`src/rtl/stopwatch_bcd_counter_pkg.sv`:
```
// Shared definitions for the MM:SS BCD stopwatch: display state encoding,
// BCD digit limits and elaboration-time helpers.
package stopwatch_bcd_counter_pkg;

  typedef enum logic {
    LIVE = 1'b0,
    LAP  = 1'b1
  } state_t;

  localparam logic [3:0] BCD_NINE     = 4'd9;
  localparam logic [3:0] SEC_TENS_MAX = 4'd5;

  // Binary 0..99 to two packed BCD digits {tens, ones}.
  function automatic logic [7:0] to_bcd8(input int value);
    return {4'(value / 10), 4'(value % 10)};
  endfunction

  // Next value of one BCD digit; shared by the digit counters and the
  // display path so both always agree on the count of the coming edge.
  function automatic logic [3:0] digit_next(input logic [3:0] q,
                                            input logic       inc,
                                            input logic [3:0] limit,
                                            input logic       load_zero);
    if (load_zero)  return 4'd0;
    if (!inc)       return q;
    if (q == limit) return 4'd0;
    return q + 4'd1;
  endfunction

endpackage

```
`src/rtl/bcd_digit_cnt.sv`:
```
// One BCD digit of the stopwatch count; rolls over at LIMIT and offers a
// combinational carry so digits chain into a ripple enable.
module bcd_digit_cnt
  import stopwatch_bcd_counter_pkg::*;
#(
  parameter logic [3:0] LIMIT = BCD_NINE
) (
  input  logic       clk,
  input  logic       rst,
  input  logic       clr,
  input  logic       inc,
  input  logic       load_zero,
  output logic [3:0] q,
  output logic       carry
);

  // NOTE: sequential state uses non-blocking assignments only, so every
  // digit samples its neighbours' pre-edge values at the same clock edge.
  always_ff @(posedge clk or negedge rst) begin
    if (!rst)     q <= 4'd0;
    else if (clr) q <= 4'd0;
    else          q <= digit_next(q, inc, LIMIT, load_zero);
  end

  assign carry = inc & (q == LIMIT);

endmodule

```
`src/rtl/stopwatch_bcd_counter.sv`:
```
// MM:SS BCD stopwatch fed by the gated 1 Hz tick; drives the 4-digit display
// bus with lap freeze, synchronous clear and a one-cycle wrap pulse.
module stopwatch_bcd_counter
  import stopwatch_bcd_counter_pkg::*;
#(
  parameter int MAX_MINUTES = 59
) (
  input  logic       clk,
  input  logic       rst,
  input  logic       tick,
  input  logic       clear,
  input  logic       lap,
  output logic [3:0] sec_ones,
  output logic [3:0] sec_tens,
  output logic [3:0] min_ones,
  output logic [3:0] min_tens,
  output logic       lap_active,
  output logic       wrap
);

  localparam logic [7:0] MAX_MIN_BCD = to_bcd8(MAX_MINUTES);

  logic       tick_d;
  logic       step;
  state_t     state;

  logic [3:0] q_so, q_st, q_mo, q_mt;
  logic       c_so, c_st, c_mo, c_mt;
  logic       min_at_max;
  logic       wrap_hit;
  logic       disp_load;
  logic [3:0] n_so, n_st, n_mo, n_mt;

  assign step = tick & ~tick_d;

  assign min_at_max = ({q_mt, q_mo} == MAX_MIN_BCD);
  // The min_tens carry is the natural 99:59 rollover, i.e. the wrap point
  // when MAX_MINUTES is 99; for smaller limits it can never fire.
  assign wrap_hit = (c_st & min_at_max) | c_mt;

  bcd_digit_cnt #(.LIMIT(BCD_NINE)) u_sec_ones (
    .clk(clk), .rst(rst), .clr(clear), .inc(step), .load_zero(wrap_hit),
    .q(q_so), .carry(c_so)
  );

  bcd_digit_cnt #(.LIMIT(SEC_TENS_MAX)) u_sec_tens (
    .clk(clk), .rst(rst), .clr(clear), .inc(c_so), .load_zero(wrap_hit),
    .q(q_st), .carry(c_st)
  );

  bcd_digit_cnt #(.LIMIT(BCD_NINE)) u_min_ones (
    .clk(clk), .rst(rst), .clr(clear), .inc(c_st), .load_zero(wrap_hit),
    .q(q_mo), .carry(c_mo)
  );

  bcd_digit_cnt #(.LIMIT(BCD_NINE)) u_min_tens (
    .clk(clk), .rst(rst), .clr(clear), .inc(c_mo), .load_zero(wrap_hit),
    .q(q_mt), .carry(c_mt)
  );

  assign n_so = digit_next(q_so, step, BCD_NINE,     wrap_hit);
  assign n_st = digit_next(q_st, c_so, SEC_TENS_MAX, wrap_hit);
  assign n_mo = digit_next(q_mo, c_st, BCD_NINE,     wrap_hit);
  assign n_mt = digit_next(q_mt, c_mo, BCD_NINE,     wrap_hit);

  // Display follows the count in LIVE unless entering LAP, and reloads on the
  // edge that leaves LAP.
  assign disp_load = (state == LIVE) ^ lap;

  always_ff @(posedge clk or negedge rst) begin
    if (!rst) begin
      tick_d   <= 1'b0;
      state    <= LIVE;
      wrap     <= 1'b0;
      sec_ones <= 4'd0;
      sec_tens <= 4'd0;
      min_ones <= 4'd0;
      min_tens <= 4'd0;
    end else begin
      tick_d <= tick;
      if (clear) begin
        state    <= LIVE;
        wrap     <= 1'b0;
        sec_ones <= 4'd0;
        sec_tens <= 4'd0;
        min_ones <= 4'd0;
        min_tens <= 4'd0;
      end else begin
        wrap <= wrap_hit;
        if (lap) state <= (state == LIVE) ? LAP : LIVE;
        if (disp_load) begin
          sec_ones <= n_so;
          sec_tens <= n_st;
          min_ones <= n_mo;
          min_tens <= n_mt;
        end
      end
    end
  end

  assign lap_active = (state == LAP);

endmodule

```
`config.mk`:
```
export PLATFORM = sky130hd
export DESIGN_NAME = stopwatch_bcd_counter
export DESIGN_NICKNAME = d
export VERILOG_FILES = /design/src/rtl/stopwatch_bcd_counter_pkg.sv /design/src/rtl/bcd_digit_cnt.sv /design/src/rtl/stopwatch_bcd_counter.sv
export SDC_FILE = /design/constraint.sdc
export NUM_CORES = 1
export LEC_CHECK = 0
export ABC_AREA = 1
export CAP_MARGIN = 0
export CORE_UTILIZATION = 47
export DETAILED_ROUTE_END_ITERATION = 8
export GPL_TIMING_DRIVEN = 0
export PLACE_DENSITY = 0.76
export SYNTH_ARGS = -nofsm -noshare
export SYNTH_HDL_FRONTEND = slang
export SYNTH_HIERARCHICAL = 1
export SYNTH_SLANG_ARGS = --single-unit
```
`constraint.sdc`:
```
create_clock -name clk -period 9.1 [get_ports clk]
set_input_delay 1.365 -clock clk [delete_from_list [all_inputs] [get_ports clk]]
set_output_delay 1.365 -clock clk [all_outputs]
set_load 0.01 [all_outputs]
```
==> metrics.md <==
| Metric | Value |
|---|---|
| Outcome | `complete, no violations` |
| Grt total ovfl | `0` |
| DP Wirelength | `3070 um` |
| Sw Ratio | `0.245` |
| Die area | `5100 um2` |
| Share of total power in combinational logic | `0.086` |
| Setup CP Type | `in2reg` |
| Drc violations | `0` |
| TritonRoute pass-1 iters | `4` |
| Post-CTS Hold Fix Bufs | `0` |
| Period minus WS final | `4.52 ns` |
| Post-route cell area | `between 2000 and 3000 um2` |
| Final setup fails | `0` |
| Mux cell area share after synthesis | `0` |
| Clock Latency Late Sink | `0.30 ns` |
| CTS Root Cell | `clkbuf_8` |
| Multi-input gate area | `~1200 um2` |
| Avg Cell Area, Syn | `7.57 um2` |
| Inserted Diodes | `0` |
| Largest net degree at the start of global routing | `36` |
| CP Launch Type | `input port` |
| CP top delay family | `simple AND/OR/NAND/NOR gates` |
| CP bufs+invs | `8` |
| Endpoints failing hold | `0` |
| Total I/O pin count | `23` |
| Share of cells above drive strength 1 | `0.188` |
| Final WS setup | `4.58 ns` |
| Min-delay worst type | `reg2reg` |
| Crit path depth | `18` |
| Fill count | `approximately 420` |
| Synth Area in Adders | `0.0442` |
| Routed WL per cell | `11.5 um` |
| Post-CTS setup buffer count | `0` |
| Commonest non-fill, non-tap cell in the layout | `nand2_1` |
| Post-CTS sizing | `0` |
| Placed instance area | `2540 um2` |
| Critical path peak fanout | `9` |
| Vias | `roughly 1900` |
| Gpl congestion | `0.824` |
| WP data arrival | `4.71 ns` |
| Vias per inst | `5.00` |
| Seq/Total Area, Yosys | `0.387` |
| Maximum clock rate | `221 MHz` |
| Met3 global-route usage | `0.0520` |
| Synth Register Bits | `35` |
| First-pass GRT wire length | `7790 um` |
| Worst Tran Pin Value | `0.775 ns` |
| Final period util | `0.497` |
| Sequential cell area | `876 um2` |
| Mapped Nets | `about 310` |
| CTS tree | `yes` |
| Main combinational cell family by area after synthesis | `simple AND/OR/NAND/NOR gates` |
| Port-buffer cells | `22` |
| Setup WS pre-CTS | `between 4 and 5 ns` |
| Cell-internal power | `around 0.00024 W` |
| VDD IR-drop max | `~0.000073 V` |
| Post-Synth Simple-Gate Area | `0.351` |
| Clock slew at reported path FFs | `0.07 ns` |
| Most frequent cells in the layout | `nand2_1 (96), dfrtp_1 (35), nor2_1 (33)` |
| Mapped Area | `2260 um2` |
| Tot GR Track Use | `0.198` |
| Clk sinks | `35` |
| Compound-Gate Fraction of Synth Area | `0.110` |
| Req. time, crit path | `9.29 ns` |
| Sw Pwr | `0.0000765 W` |
| Final wirelength | `4390 um` |
| Leakage | `between 1 and 1.5 nW` |
| Post-synthesis xor/xnor area fraction | `0.0309` |
| Hold Crit Depth | `2` |
| Unrepaired setup endpoints after global routing | `false` |
| Initial Util | `0.503` |
| Layout area overhead | `16.8%` |
| Antenna violations before repair | `0` |
| Area of the core | `approximately 4500 um2` |
| Power Dens Cells | `118 nW/um2` |
| Initial DRC Count | `107` |
| H-tree Lvls | `2` |
| Met1 Use GR | `0.249` |
| Post-DRT Antenna Nets | `0` |
| Max Clock Skew | `0.00333 ns` |
| Synth warn | `6` |
| Unique masters post-synth | `23` |
| Slowest stage cell, crit path | `nor2_1` |
| Pwr Total | `between 0.0003 and 0.0004 W` |
| Max-cap violation count | `0` |
| Setup TNS | `0 ns` |
| Hold Slack | `about 0.48 ns` |
| Crit. End Element | `flop` |
| Die width | `71.4 um` |
| Row count | `24` |
| Number of CTS-inserted buffers | `5` |
| Clock Path Buffers | `2` |
| Die H | `71.4 um` |
| Busiest grt layer | `met2` |
| Number of global-route vias before repair | `1779` |
| Seq pwr share | `0.511` |
| Cells after synthesis | `~300` |
| CP max stage delay | `~0.50 ns` |
| Final Slew Violations | `0` |
| CP cell instances | `clkdlybuf4s50_1 > nand2_1 > inv_1 > inv_1 > nor2_1 > inv_1 > nor2_1 > inv_1 > nor2_1 > inv_1 > nor2_1 > inv_1 > nand2_2 > nor2_4 > nand2_1 > clkinv_2 > nor2_1 > nor2_1` |
| Slew headroom | `0.484` |
| Final net count | `341` |
| Routing usage on met2 | `0.326` |
| Worst Reg-to-Reg Cells | `16` |
| Clock network fraction of total power | `0.403` |
[cell type report]
class	count	area share
multi-input combinational	223	0.459
tap	52	0.0246
buffer	2	0.00851
sequential	35	0.331
clock buffer	8	0.0378
timing repair buffer	22	0.0814
inverter	39	0.0572
[worst reg2reg max path, cell delays in order, from the launching register on]
cell	delay, ns
dfrtp_1	0.58
ha_1	0.26
nand3_2	0.10
nor2_1	0.32
inv_1	0.10
nor2_1	0.50
inv_1	0.13
nor2_1	0.42
inv_1	0.12
nor2_1	0.16
inv_1	0.09
nand2_2	0.22
nor2_4	0.07
nand2_1	0.12
clkinv_2	0.10
nor2_1	0.12
nor2_1	0.05
[worst paths after layout]
path                                       from  slack (ns)               to
worst max-delay path                       tick        4.58  u_min_tens/q[2]
worst min-delay path                min_ones[2]        0.48      min_ones[2]
worst max register to register  u_sec_ones/q[0]        5.54  u_min_tens/q[2]
worst min register to register      min_ones[2]        0.48      min_ones[2]
max in group asynchronous                   rst        7.47      sec_tens[2]
min in group asynchronous                   rst        1.14  u_min_ones/q[1]
[metal layers]
| metal | wire length, um | part of all wire |
|---|---|---|
| met1 | 2070 | 0.47 |
| met2 | 2030 | 0.46 |
| met3 | 169 | 0.039 |
| met4 | 114 | 0.026 |
| met5 | 0 | 0 |
[synth_stat cells]
library cell / count / area [um2]
xor2_1: 5 / 43.8
inv_1: 29 / 109
nand3_1: 16 / 80.1
buf_6: 2 / 22.5
or2_2: 1 / 6.26
o21bai_1: 1 / 7.51
inv_2: 6 / 22.5
ha_1: 8 / 100
nand3_2: 8 / 80.1
nor2_1: 33 / 124
nor2_4: 4 / 45.0
xnor2_1: 3 / 26.3
nand4_1: 6 / 37.5
o21ai_0: 6 / 30.0
clkinv_2: 4 / 20.0
dfrtp_1: 35 / 876
a21oi_4: 1 / 16.3
o211ai_1: 1 / 7.51
nor2_2: 6 / 37.5
nand2_2: 4 / 25.0
a21oi_1: 6 / 30.0
o21ai_2: 18 / 158
nand2_1: 96 / 360
[registers in the layout (all words and copies together) (netlist names)]
| register | cells |
|---|---|
| u_sec_ones/q | 4 |
| wrap | 1 |
| u_sec_tens/q | 4 |
| lap_active | 1 |
| min_tens | 4 |
| sec_ones | 4 |
| tick_d | 1 |
| sec_tens | 4 |
| u_min_tens/q | 4 |
| min_ones | 4 |
| u_min_ones/q | 4 |
[stage by stage]
stage	cells	util
after floorplan	299	-
after global placement	373	0.566
after detailed placement	373	0.565
after CTS	381	0.587
after global routing	381	0.587
final	381	0.587
[power by group through the flow]
stage | Combinational (W) | Clock [W] | Sequential [W]
finish | 0.0000268 | 0.000126 | 0.000160
global route | 0.0000305 | 0.000135 | 0.000160
CTS | 0.0000273 | 0.000128 | 0.000160
detailed placement | 0.0000273 | 0 | 0.000163
global placement | 0.0000271 | 0 | 0.000163
floorplan | 0.0000156 | 0 | 0.000163
[cell families after synthesis]
family	count (synthesis)
adders and majority gates	8
xor gates and xnor gates	8
and+or+nand+nor	174
DFF	35
buffers and inverters	41
AOI/OAI and AO/OA	33
No activity file was read; power rests on OpenSTA's default activity.
